### src/rtl/dsp_seq_pkg.sv
// Shared definitions for the DSP48A1 multiply-accumulate sequencer:
// slice OPMODE encodings, datapath widths and the per-term pipeline tag.
package dsp_seq_pkg;

    localparam int A_W   = 18;
    localparam int P_W   = 48;
    localparam int OPM_W = 8;

    // Z=0, X=M : start a new sum from the product
    localparam logic [OPM_W-1:0] OPM_MUL = 8'h01;
    // Z=P, X=M : add the product to the running sum
    localparam logic [OPM_W-1:0] OPM_MAC = 8'h09;

    typedef struct packed {
        logic vld;
        logic first;
        logic last;
    } tag_t;

endpackage

### src/rtl/dsp_tag_pipe.sv
// Tag shift register that follows each term through the slice pipeline.
// Ports: clk, rst (async, active-high), en (shift enable), din (tag of the
// term presented this cycle), stage[0..LAT] (stage 0 is din itself).
module dsp_tag_pipe
    import dsp_seq_pkg::*;
#(
    parameter int LAT = 3
) (
    input  logic             clk,
    input  logic             rst,
    input  logic             en,
    input  tag_t             din,
    output tag_t [LAT:0]     stage
);

    tag_t [LAT:1] regs;

    // Stage k describes the term whose operands entered the slice k cycles ago.
    always_ff @(posedge clk or posedge rst) begin
        if (rst) begin
            regs <= '0;
        end else if (en) begin
            regs <= {regs[LAT-1:1], din};
        end
    end

    assign stage = {regs, din};

endmodule

### src/rtl/dsp_mac_sequencer.sv
// Streams (a,b) pairs into one DSP48A1 slice and returns one accumulated sum
// per N_TERMS products.
// Ports: clk, rst (async, active-high); s_valid/s_ready/s_a/s_b input pairs;
// m_valid/m_ready/m_result/m_carry result buffer; dsp_* slice operands,
// OPMODE, clock enables and reset; dsp_p/dsp_carryout slice outputs.
module dsp_mac_sequencer
    import dsp_seq_pkg::*;
#(
    parameter int N_TERMS = 8,
    parameter int LAT     = 3,
    parameter int TAG_W   = 1
) (
    input  logic             clk,
    input  logic             rst,
    input  logic             s_valid,
    output logic             s_ready,
    input  logic [A_W-1:0]   s_a,
    input  logic [A_W-1:0]   s_b,
    output logic             m_valid,
    input  logic             m_ready,
    output logic [P_W-1:0]   m_result,
    output logic             m_carry,
    output logic [A_W-1:0]   dsp_a,
    output logic [A_W-1:0]   dsp_b,
    output logic [A_W-1:0]   dsp_d,
    output logic [P_W-1:0]   dsp_c,
    output logic [OPM_W-1:0] dsp_opmode,
    output logic             dsp_cea,
    output logic             dsp_ceb,
    output logic             dsp_cem,
    output logic             dsp_cep,
    output logic             dsp_ceopmode,
    output logic             dsp_cecarryin,
    output logic             dsp_rst,
    input  logic [P_W-1:0]   dsp_p,
    input  logic             dsp_carryout
);

    localparam int CNT_W = (N_TERMS > 1) ? $clog2(N_TERMS) : 1;
    localparam logic [CNT_W-1:0] CNT_LAST = CNT_W'(N_TERMS - 1);

    if (N_TERMS < 1 || LAT < 2 || TAG_W < 1) begin : g_bad_cfg
        $error("dsp_mac_sequencer: invalid N_TERMS/LAT/TAG_W");
    end

    logic             adv;
    logic             acc;
    logic [CNT_W-1:0] cnt;
    tag_t             tag_in;
    tag_t [LAT:0]     tags;

    // A full, unread result buffer freezes the whole slice.
    assign adv     = !m_valid || m_ready;
    assign acc     = s_valid && adv;
    assign s_ready = adv;

    always_comb begin
        tag_in       = '0;
        tag_in.vld   = acc;
        tag_in.first = acc && (cnt == '0);
        tag_in.last  = acc && (cnt == CNT_LAST);
    end

    always_ff @(posedge clk or posedge rst) begin
        if (rst) begin
            cnt <= '0;
        end else if (acc) begin
            cnt <= (cnt == CNT_LAST) ? '0 : cnt + 1'b1;
        end
    end

    dsp_tag_pipe #(
        .LAT (LAT)
    ) u_tags (
        .clk   (clk),
        .rst   (rst),
        .en    (adv),
        .din   (tag_in),
        .stage (tags)
    );

    assign dsp_a = acc ? s_a : '0;
    assign dsp_b = acc ? s_b : '0;
    assign dsp_d = '0;
    assign dsp_c = '0;

    // OPMODE is registered in the slice, so it is issued one stage ahead of
    // the P update it controls.  Bubbles use MAC so P is never zeroed.
    always_comb begin
        dsp_opmode = OPM_MAC;
        unique case (1'b1)
            tags[LAT-2].vld && tags[LAT-2].first: dsp_opmode = OPM_MUL;
            default:                              dsp_opmode = OPM_MAC;
        endcase
    end

    assign dsp_cea       = adv;
    assign dsp_ceb       = adv;
    assign dsp_cem       = adv;
    assign dsp_ceopmode  = adv;
    assign dsp_cecarryin = adv;
    assign dsp_cep       = adv && tags[LAT-1].vld;

    // Raised with rst, dropped on the first edge after release so the
    // synchronously reset slice always sees one reset edge.
    always_ff @(posedge clk or posedge rst) begin
        if (rst) begin
            dsp_rst <= 1'b1;
        end else begin
            dsp_rst <= 1'b0;
        end
    end

    always_ff @(posedge clk or posedge rst) begin
        if (rst) begin
            m_valid  <= 1'b0;
            m_result <= '0;
            m_carry  <= 1'b0;
        end else if (adv && tags[LAT].vld && tags[LAT].last) begin
            m_valid  <= 1'b1;
            m_result <= dsp_p;
            m_carry  <= dsp_carryout;
        end else if (m_ready) begin
            m_valid  <= 1'b0;
        end
    end

endmodule

### config.mk
export PLATFORM = sky130hd
export DESIGN_NAME = dsp_mac_sequencer
export DESIGN_NICKNAME = d
export VERILOG_FILES = /design/src/rtl/dsp_seq_pkg.sv /design/src/rtl/dsp_tag_pipe.sv /design/src/rtl/dsp_mac_sequencer.sv
export SDC_FILE = /design/constraint.sdc
export NUM_CORES = 1
export LEC_CHECK = 0
export CORE_UTILIZATION = 34
export DETAILED_ROUTE_END_ITERATION = 6
export PLACE_DENSITY = 0.82
export SLEW_MARGIN = 15
export SYNTH_ARGS = -nofsm -noshare
export SYNTH_HDL_FRONTEND = slang
export SYNTH_SLANG_ARGS = --single-unit
### constraint.sdc
create_clock -name clk -period 2.3 [get_ports clk]
set_clock_uncertainty 0.05 [all_clocks]
set_input_delay 0.46 -clock clk [delete_from_list [all_inputs] [get_ports clk]]
set_output_delay 0.46 -clock clk [all_outputs]
set_load 0.01 [all_outputs]
==> results of run 1 <==
cell families (layout without fill, tap and decap cells):
group,count (synthesis),count (layout)
AO/OA/AOI/OAI,5,5
adder cells (fa/ha/maj),3,3
buffers and inverters,97,215
flip-flops,61,61
multiplexers,50,50
other,2,74
AND/OR/NAND/NOR,60,60
power by group through the flow:
stage	Combinational (mW)	Clock [mW]	Sequential [mW]
6_report	2.23	0.835	1.83
5_1_grt	2.38	0.939	1.88
2_1_floorplan	0.848	0	2.03
3_5_place_dp	2.29	0	1.85
3_3_place_gp	2.23	0	1.81
4_1_cts	2.26	0.880	1.83
final timing paths:
path | cells past startpoint | endpoint | from
setup / recovery | 5 | dsp_b[5] | m_valid$_DFFE_PP0P_
hold / removal | 2 | m_result[39]$_DFFE_PP0P_ | rst
setup reg to reg | 7 | cnt[2]$_DFFE_PP0P_ | m_valid$_DFFE_PP0P_
hold reg to reg | 2 | u_tags.stage[8]$_DFFE_PP0P_ | u_tags.stage[8]$_DFFE_PP0P_
max in group asynchronous | 3 | cnt[2]$_DFFE_PP0P_ | rst
min in group clk | 2 | u_tags.stage[8]$_DFFE_PP0P_ | u_tags.stage[8]$_DFFE_PP0P_
sequential cells by signal, summed over array words and instances (netlist names):
| name | flops |
|---|---|
| m_result | 48 |
| u_tags.stage | 7 |
| cnt | 3 |
| dsp_rst | 1 |
| m_carry | 1 |
| m_valid | 1 |
critical path, delay by kind of cell, from the launching register on:
family / cells / cell delay [ns]
AND/OR/NAND/NOR: 2 / 0.30
buffers and inverters: 3 / 0.66
flip-flops: 1 / 0.39
per-stage QoR:
step,hold WS [ns],cells
after global placement,0.3999,581
after detailed placement,0.4054,581
after floorplan,0.3804,350
final,0.3161,597
after CTS,0.2978,597
after global routing,0.3011,597
placed cells by master (no fill, tap or decap), types with 8 or more instances in the layout:
| cell type | instances |
|---|---|
| buf_4 | 8 |
| nand2_1 | 15 |
| clkdlybuf4s50_1 | 139 |
| mux2_2 | 40 |
| conb_1 | 74 |
| mux2_4 | 10 |
| and3_1 | 36 |
| dfrtp_1 | 60 |
| dlygate4sd2_1 | 44 |
| clkbuf_8 | 11 |
Yosys cell counts, types with 3 or more instances:
| library cell | count | area share |
|---|---|---|
| and3_1 | 36 | 0.069 |
| buf_4 | 81 | 0.19 |
| clkbuf_1 | 7 | 0.0081 |
| dfrtp_1 | 60 | 0.46 |
| ha_1 | 3 | 0.012 |
| inv_1 | 4 | 0.0046 |
| mux2_2 | 40 | 0.14 |
| mux2_4 | 10 | 0.046 |
| nand2_1 | 15 | 0.017 |
| nand3_1 | 4 | 0.0062 |
| o21ai_0 | 3 | 0.0046 |
cell type report:
| class | instances | area (µm²) | area share |
|---|---|---|---|
| Sequential cell | 61 | 1528 | 0.2985 |
| Tap cell | 129 | 161.4 | 0.03153 |
| Clock buffer | 12 | 155.1 | 0.03031 |
| Inverter | 4 | 15.01 | 0.002933 |
| Clock inverter | 3 | 21.27 | 0.004155 |
| Timing Repair Buffer | 196 | 1949 | 0.3808 |
| Multi-Input combinational cell | 192 | 1289 | 0.2518 |
per-layer routing:
metal	vias up	share of wire	track usage
li1	1139	-	-
met1	1142	0.39	0.1721
met2	104	0.54	0.2589
met3	8	0.062	0.03725
met4	0	0.0099	0.05430
met5	-	0	0
==> results.md, run 1 <==
* Critical path cell sequence: nor2b_4, inv_2, bufbuf_16, and3_1, dlygate4sd2_1
* Mux contribution to synthesized area at 0.1849
* Starting Density at 0.3515
* Syn Area/Cell at around 12 µm²
* Rows at 35
* Simple-gate share of the synthesized area at 0.1055
* R2r setup slk at 0.44 ns
* Final setup fails at 0
* Crit Path Max Fanout at 20
* Routed WL at roughly 7600 µm
* Post-CTS Repair Setup Buffers at 0
* Final Max Tran Viols at 0
* Flops & latches, synth at slightly above 60
* Clk buf depth at 2
* Post-Synth XOR/XNOR Area at 0
* Post-synthesis cell area at around 3200 µm²
* Post-route setup TNS at 0 ns
* Final instance area at 5119 µm²
* Number of flops mapped to enable cells by yosys at 0
* Placeable Area at between 9000 and 10000 µm²
* Seq pwr share at 0.373
* PD cells at between 900 and 1000 nW/µm²
* Worst-path clk slew at 0.07 ns
* Hpwl dp at approximately 5900 µm
* Worst setup path class: register to output pin
* Sink Count at just over 60
* Antenna fix cells at 0
* Fin. Hold Viols at 0
* Synth cell types at 21
* Yosys warnings at 0
* Clk_lat worst skew at ~0.33 ns
* Total GRT Usage at 0.1471
* Sequential area share after synthesis at 0.4703
* Post-synth ARST share at 1.000
* Die Y at about 100 µm
* Pin count of the biggest net entering global routing at 57
* Share of layout cells above drive strength 1 at 0.1752
* Tot Pwr at between 4 and 5 mW
* Post-synthesis adder-cell area fraction at 0.01156
* # nets final at 556
* IO Pins at approximately 260
* Area growth from synthesis to final layout at 57.59%
* CTS tree: yes
* Port Buffers at about 180
* DR iter-0 viols at 45
* First-pass detailed-route iteration total at 6
* Drt via density at about 4
* Total gr overflow at 0
* CP endpoint kind: output pin
* Area after DPL at roughly 5000 µm²
* First-pass GRT wire length at approximately 11000 µm
* Routed Antenna Nets at 0
* CP max stage cell: dfrtp_1
* Sw Pwr at roughly 1.5 mW
* Lkg Pwr at about 2.5 nW
* Routed length per instance at between 10 and 15 µm
* Max Cap Violations at 0
* Fill count at 825
* Final WS setup at roughly 0.12 ns
* Maximum vdd drop at between 500 and 600 µV
* Combinational share of power at 0.456
* Crit path time final at about 2.2 ns
* Worst Hold Class: primary input to asynchronous set/reset pin
* Die footprint at just under 10000 µm²
* Final Util at 0.5540
* Die Width at 99.74 µm
* Worst Path Required at between 1.5 and 2 ns
* Main combinational cell family by area after synthesis: buffers and inverters
* Place WS at -0.2349 ns
* Final period utilization at 0.9497
* Clock network fraction of design power at 0.171
* PostCTS Resize Cnt at 45
* Root Buffer: clkbuf_8
* CTS H-tree depth at 3
* F_max at roughly 460 MHz
* Gpl congestion at roughly 0.69
* CP Launch Type: register
* Vias in the first global route at around 2200
* Outcome: finished clean
* CP peak stage delay at between 0.3 and 0.4 ns
* Post-CTS Hold Fix Bufs at 0
* Post-synth top flop: dfrtp_1
* Compound-Gate Fraction of Synth Area at 0.009245
* Post-Syn Instances at between 200 and 300
* CTS buffer count at 9
* Via Count at about 2400
* CP arrival at 1.67 ns
* Initial antenna violation count at 0
* Internal power at 3.440 mW
* Switch share at 0.2968
* DRC at 0
* RSZ-0062 raised after global routing: false
Note: power is estimated with default switching activity, not from simulation.
==> run 2: changes to the inputs <==
--- a/config.mk
+++ b/config.mk
@@ -5,8 +5,10 @@
 export SDC_FILE = /design/constraint.sdc
 export NUM_CORES = 1
 export LEC_CHECK = 0
+export CORE_ASPECT_RATIO = 2
 export CORE_UTILIZATION = 34
 export DETAILED_ROUTE_END_ITERATION = 6
+export MAX_ROUTING_LAYER = met4
 export PLACE_DENSITY = 0.82
 export SLEW_MARGIN = 15
 export SYNTH_ARGS = -nofsm -noshare
==> run 2 against run 1 <==
Compared with the run above: the flow now finishes with violations (design-rule violations); global-route usage increased by 4.6 points; critical path type unchanged; worst setup slack got worse by 0.0077 ns; sequential power about the same; largest power group unchanged; core utilization increased by 0.75 points; register-to-register slack improved by 0.18 ns; first-iteration DRC count increased by 130%; cell area increased by 2.2%; sequential share of layout area decreased by 0.66 points; wire length increased by 22%; die area increased by 0.24%; clock power increased by 59%; highest routed layer unchanged.
==> results.md, run 2 (same netlist as run 1, synthesis figures left out) <==
* Placeable Area at 9321 µm²
* Die Y at between 100 and 150 µm
* Final Max Tran Viols at 0
* Final setup fails at 0
* CP endpoint kind: output pin
* Post-CTS Repair Setup Buffers at 0
* CP arrival at around 1.7 ns
* Max Cap Violations at 0
* Routed Antenna Nets at 0
* Crit Path Max Fanout at 14
* Rows at 50
* CP Launch Type: register
* Pin count of the biggest net entering global routing at 48
* Port Buffers at ~180
* Clk_lat worst skew at 0.32 ns
* Vias in the first global route at 2628
* CTS tree: yes
* Most common cell after layout, fill and taps aside: clkdlybuf4s50_1
* Root Buffer: clkbuf_16
* Worst Path Required at 1.79 ns
* Final Util at 0.5615
* PD cells at 1033 nW/µm²
* Reg with most FFs: m_result
* RSZ-0062 raised after global routing: false
* Clk buf depth at 2
* CTS buffer count at 9
* R2r setup slk at between 0.6 and 0.7 ns
* Outcome: finished, violations left
* Hpwl dp at 7277 µm
* Violated checks: design-rule violations
* First-pass GRT wire length at between 10000 and 15000 µm
* Drt via density at approximately 4.5
* Sink Count at 61
* Starting Density at 0.3485
* Die footprint at about 10000 µm²
* Post-route setup TNS at 0 ns
* Most frequent cells in the layout: clkdlybuf4s50_1, conb_1, dfrtp_1
* Routed length per instance at about 16 µm
* Via Count at approximately 2600
* DRC at 19
* Gpl congestion at roughly 0.76
* Maximum vdd drop at between 400 and 500 µV
* Lkg Pwr at 2.532 nW
* IO Pins at ~260
* Final period utilization at 0.9531
* Area growth from synthesis to final layout at 61.13%
* Largest register FFs at 48
* DR iter-0 viols at 105
* Fin. Hold Viols at 0
* Area after DPL at just under 5000 µm²
* Routed WL at approximately 9200 µm
* Post-CTS Hold Fix Bufs at 0
* Worst Hold Class: primary input to asynchronous set/reset pin
* Crit path time final at 2.192 ns
* F_max at between 400 and 500 MHz
* CTS H-tree depth at 3
* Total GRT Usage at 0.1935
* # nets final at around 560
* Tot Pwr at ~5.4 mW
* Total gr overflow at 0
* Share of layout cells above drive strength 1 at 0.1774
* First-pass detailed-route iteration total at 7
* PostCTS Resize Cnt at 46
* Worst setup path class: register to output pin
* Worst-path clk slew at 0.05 ns
* Initial antenna violation count at 6
* Hold slack at roughly 0.38 ns
* Die Width at approximately 71 µm
* Final instance area at roughly 5200 µm²
## run 2: changes by cell type in the layout (fill, tap and decap cells not counted)
cell / previous run / this run
clkbuf_8: 11 / 0
clkbuf_16: 0 / 9
inv_6: 0 / 2
bufinv_16: 0 / 1
buf_4: 8 / 5
clkbuf_1: 1 / 0
diode_2: 0 / 6
clkinv_2: 1 / 2
buf_6: 0 / 1
buf_12: 4 / 5
## run 2: final cells by class
| type | instances | area, µm² |
|---|---|---|
| clock inverter | 7 | 73.82 |
| antenna | 6 | 15.01 |
| inverter | 4 | 15.01 |
| tap | 104 | 130.1 |
| sequential | 61 | 1528 |
| clock buffer | 9 | 225.2 |
| timing repair buffer | 195 | 1958 |
| multi-input combinational | 192 | 1289 |
| fill | 813 | 4088 |
## run 2: power breakdown
group	total, mW	internal (mW)	switching, mW	leakage (nW)
Combinational	2.25	1.44	0.819	1.66
Clock	1.33	0.842	0.485	0.146
Sequential	1.82	1.57	0.254	0.722
## run 2: worst paths after layout
kind,start,endpoint,depth (start not counted)
max,m_valid$_DFFE_PP0P_,dsp_b[9],5
min in group clk,u_tags.stage[3]$_DFFE_PP0P_,u_tags.stage[3]$_DFFE_PP0P_,2
min reg2reg,u_tags.stage[3]$_DFFE_PP0P_,u_tags.stage[3]$_DFFE_PP0P_,2
max reg2reg,m_valid$_DFFE_PP0P_,cnt[2]$_DFFE_PP0P_,6
min,rst,m_result[14]$_DFFE_PP0P_,2
max in group asynchronous,rst,dsp_rst$_DFF_PP1_,3
## run 2: per-layer routing
layer / vias to the layer above / routed length, µm / GRT usage
li1: 1157 / - / -
met1: 1210 / 3061 / 0.1796
met2: 198 / 4867 / 0.3350
met3: 19 / 1057 / 0.07770
met4: 0 / 229 / 0.1000
met5: - / 0 / -
## run 2: critical path, stage by stage (launching register included)
cell and delay, ns:
dfrtp_1 0.40, nor2b_4 0.14, inv_2 0.10, bufbuf_16 0.29, and3_1 0.16, dlygate4sd2_1 0.27
## run 2: metrics by stage
step,setup WS [ns],cells
final,0.1079,578
after global routing,0.01740,578
after CTS,0.07083,572
after detailed placement,-0.2391,555
after global placement,-0.2026,555
after floorplan,0.2786,350
==> RTL change: new RTL, flow settings as in run 2 <==
`N_TERMS`: 8 -> 16.
--- a/src/rtl/dsp_mac_sequencer.sv
+++ b/src/rtl/dsp_mac_sequencer.sv
@@ -6,7 +6,7 @@
 module dsp_mac_sequencer
     import dsp_seq_pkg::*;
 #(
-    parameter int N_TERMS = 8,
+    parameter int N_TERMS = 16,
     parameter int LAT     = 3,
     parameter int TAG_W   = 1
 ) (
Formal check against the unedited RTL: not equivalent (Yosys sat finds a counterexample within 10 cycles, from zero or initial values and one cycle with rst high).
==> RTL change against run 2 <==
  * Final cell count is 5.9% higher
  * Worst setup slack worse by 45 ps
  * Count of clock-buffer cells in the layout is 4 higher
  * Combinational power is 4% lower
  * Final area is 2.6% higher
  * Sequential cell count is 1 higher
  * Total power is 1.5% higher
  * Routed wire length is 3.3% higher
  * Area after synthesis is 2.9% higher
  * Critical path type is now in2out
  * Largest cell class unchanged
  * Largest power group unchanged
==> RTL change: results (changes against run 2) <==
stage;metric;value;unit;change
finish;Antenna Diode Count;0;;-6
finish;Layout fillers;812;;-0.12%
synth;Post-synth ARST share;1.00;;unchanged
min_path;Hold Path Class;in2async;;
placed_design;Routability Congestion;0.865;;+14%
synth;Main synth FF type;dfrtp_1;;
outcome;outcome;complete, no violations;;
routing;DRT Pass-1 Iters;4;;-3
power_and_ir_drop;leakage power;2.56;nW;+1.1%
global_routing;first-pass GRT wire length;13.9;mm;+1.1%
routing;met3 WL post-DR;922;µm;-13%
finish;Biggest register;m_result;;
synth;top post-synthesis cells by count;81 x buf_4, 61 x dfrtp_1, 39 x mux2_2, 36 x and3_1, 18 x nand2_1;;
synth;Synth Area in Compound Gates;0.0168;;+0.00760
power_and_ir_drop;worst IR drop on VDD;516;µV;+21%
synth;Area contributors post-synth;dfrtp_1 46%, buf_4 18%, mux2_2 13%;;
critical_path;worst-path maximum fanout;1;;-13
global_routing;initial antenna violation count;0;;-6
placed_design;Final HPWL DP;7.31;mm;+0.46%
finish;NumNets Final;568;;+2.3%
global_routing;vias in the first global route;2686;;+2.2%
finish;max reg flops;48;;unchanged
routing;Remaining DRCs;0;;-19
clock_tree;TritonCTS buffer count;9;;unchanged
critical_path;r2r setup slk;660;ps;+40 ps
synth;Synth cell types;28;;+33%
synth;post-synthesis mux area share;0.176;;-0.00863
clock_tree;Clock transition at path regs;50;ps;about the same
clock_tree;maximum clock path buffer count;2;;unchanged
placed_design;placed cell area;5040;µm²;+2.1%
global_routing;total track usage;0.190;;-0.00346
global_routing;largest net degree at the start of global routing;45;;-6.3%
routing;met2 wire len;4.73;mm;-2.8%
finish;Final Cell Area;5370;µm²;+2.6%
routing;First DRT Iteration DRCs;106;;+0.95%
synth;share of the yosys chip area belonging to registers;0.464;;-0.00589
placed_design;Port-buffer cells;183;;unchanged
synth;post-synthesis xor/xnor area fraction;0.00262;;+0.00262
clock_tree;# hold bufs at CTS;0;;unchanged
routing;routed len/inst;15.5;µm;-2.5%
clock_tree;Skew-Pair Late Insertion Delay;320;ps;about the same
critical_path;Arrival @ worst endpoint;1730;ps;+50 ps
synth;synth warn;0;;unchanged
clock_tree;H-tree depth;3;;unchanged
routing;top sig layer;met4;;
finish;share of layout cells above drive strength 1;0.183;;+0.00522
synth;Post-Synth Adder-Cell Area;0.00749;;-0.00407
routing;mean number of vias per cell;4.38;;-2.1%
routing;M1 WL;3.53;mm;+15%
clock_tree;CTS root buf;clkbuf_16;;
==> RTL change: cell count changes after synthesis, moves of 2 or more <==
| cell | run 2 | this run |
|---|---|---|
| buf_2 | 2 | 0 |
| buf_6 | 2 | 6 |
| clkbuf_1 | 7 | 5 |
| nand2_1 | 15 | 18 |
| nand4_1 | 0 | 2 |
| o21ai_1 | 0 | 2 |
==> RTL change: kinds of logic after synthesis <==
| group | Yosys count |
|---|---|
| AND/OR/NAND/NOR | 64 |
| buffers and inverters | 99 |
| XOR/XNOR | 1 |
| multiplexers | 49 |
| adder cells (fa/ha/maj) | 2 |
| AO/OA/AOI/OAI | 8 |
| other | 2 |
| flip-flops | 62 |
==> RTL change: critical path, cell delays in order <==
cell and delay (ps):
clkdlybuf4s50_1 520, and3_1 200, clkdlybuf4s50_1 550
==> RTL change: timing repair <==
action | CTS | global route
cloned | 1 | 0
setup buffers | 2 | 1
endpoints found under the setup margin | 43 | 3
gates resized for setup | 41 | 1
==> RTL change: final cells by class <==
class | instances | area (µm²) | share of cell area
inverter | 6 | 25.0 | 0.00466
timing repair buffer | 199 | 1970 | 0.367
timing repair inverter | 1 | 7.51 | 0.00140
sequential | 62 | 1550 | 0.289
clock buffer | 13 | 260 | 0.0485
clock inverter | 3 | 67.6 | 0.0126
tap | 130 | 163 | 0.0303
multi-input combinational | 198 | 1320 | 0.247
==> RTL change: metrics by stage <==
step | hold slack, ps | instances | setup slack, ps | power [mW]
after floorplan | 388 | 359 | 250 | 2.84
after global placement | 404 | 592 | -315 | 3.97
after detailed placement | 411 | 592 | -338 | 4.06
after CTS | 422 | 611 | 2.35 | 5.53
after global routing | 426 | 612 | 7.78 | 5.74
final | 416 | 612 | 63.0 | 5.48
==> RTL change: path summary, 6_finish.rpt <==
path | depth (start not counted) | from | end
max | 3 | s_b[7] | dsp_b[7]
min | 2 | rst | m_result[29]$_DFFE_PP0P_
max reg2reg | 5 | m_valid$_DFFE_PP0P_ | m_result[25]$_DFFE_PP0P_
min reg2reg | 2 | u_tags.stage[8]$_DFFE_PP0P_ | u_tags.stage[8]$_DFFE_PP0P_
max in group asynchronous | 3 | rst | dsp_rst$_DFF_PP1_
min in group clk | 2 | u_tags.stage[8]$_DFFE_PP0P_ | u_tags.stage[8]$_DFFE_PP0P_
==> RTL change: where the power goes <==
group / total, mW / leakage (nW) / internal (mW) / switching, mW
Combinational: 2.17 / 1.67 / 1.37 / 0.806
Sequential: 1.85 / 0.734 / 1.58 / 0.270
Clock: 1.46 / 0.156 / 1.01 / 0.455
Total: 5.48 / 2.56 / 3.95 / 1.53
==> RTL change: per-layer routing <==
layer,track usage,vias up
li1,-,1183
met1,0.211,1256
met2,0.314,213
met3,0.0361,26
met4,0.107,0
met5,-,-
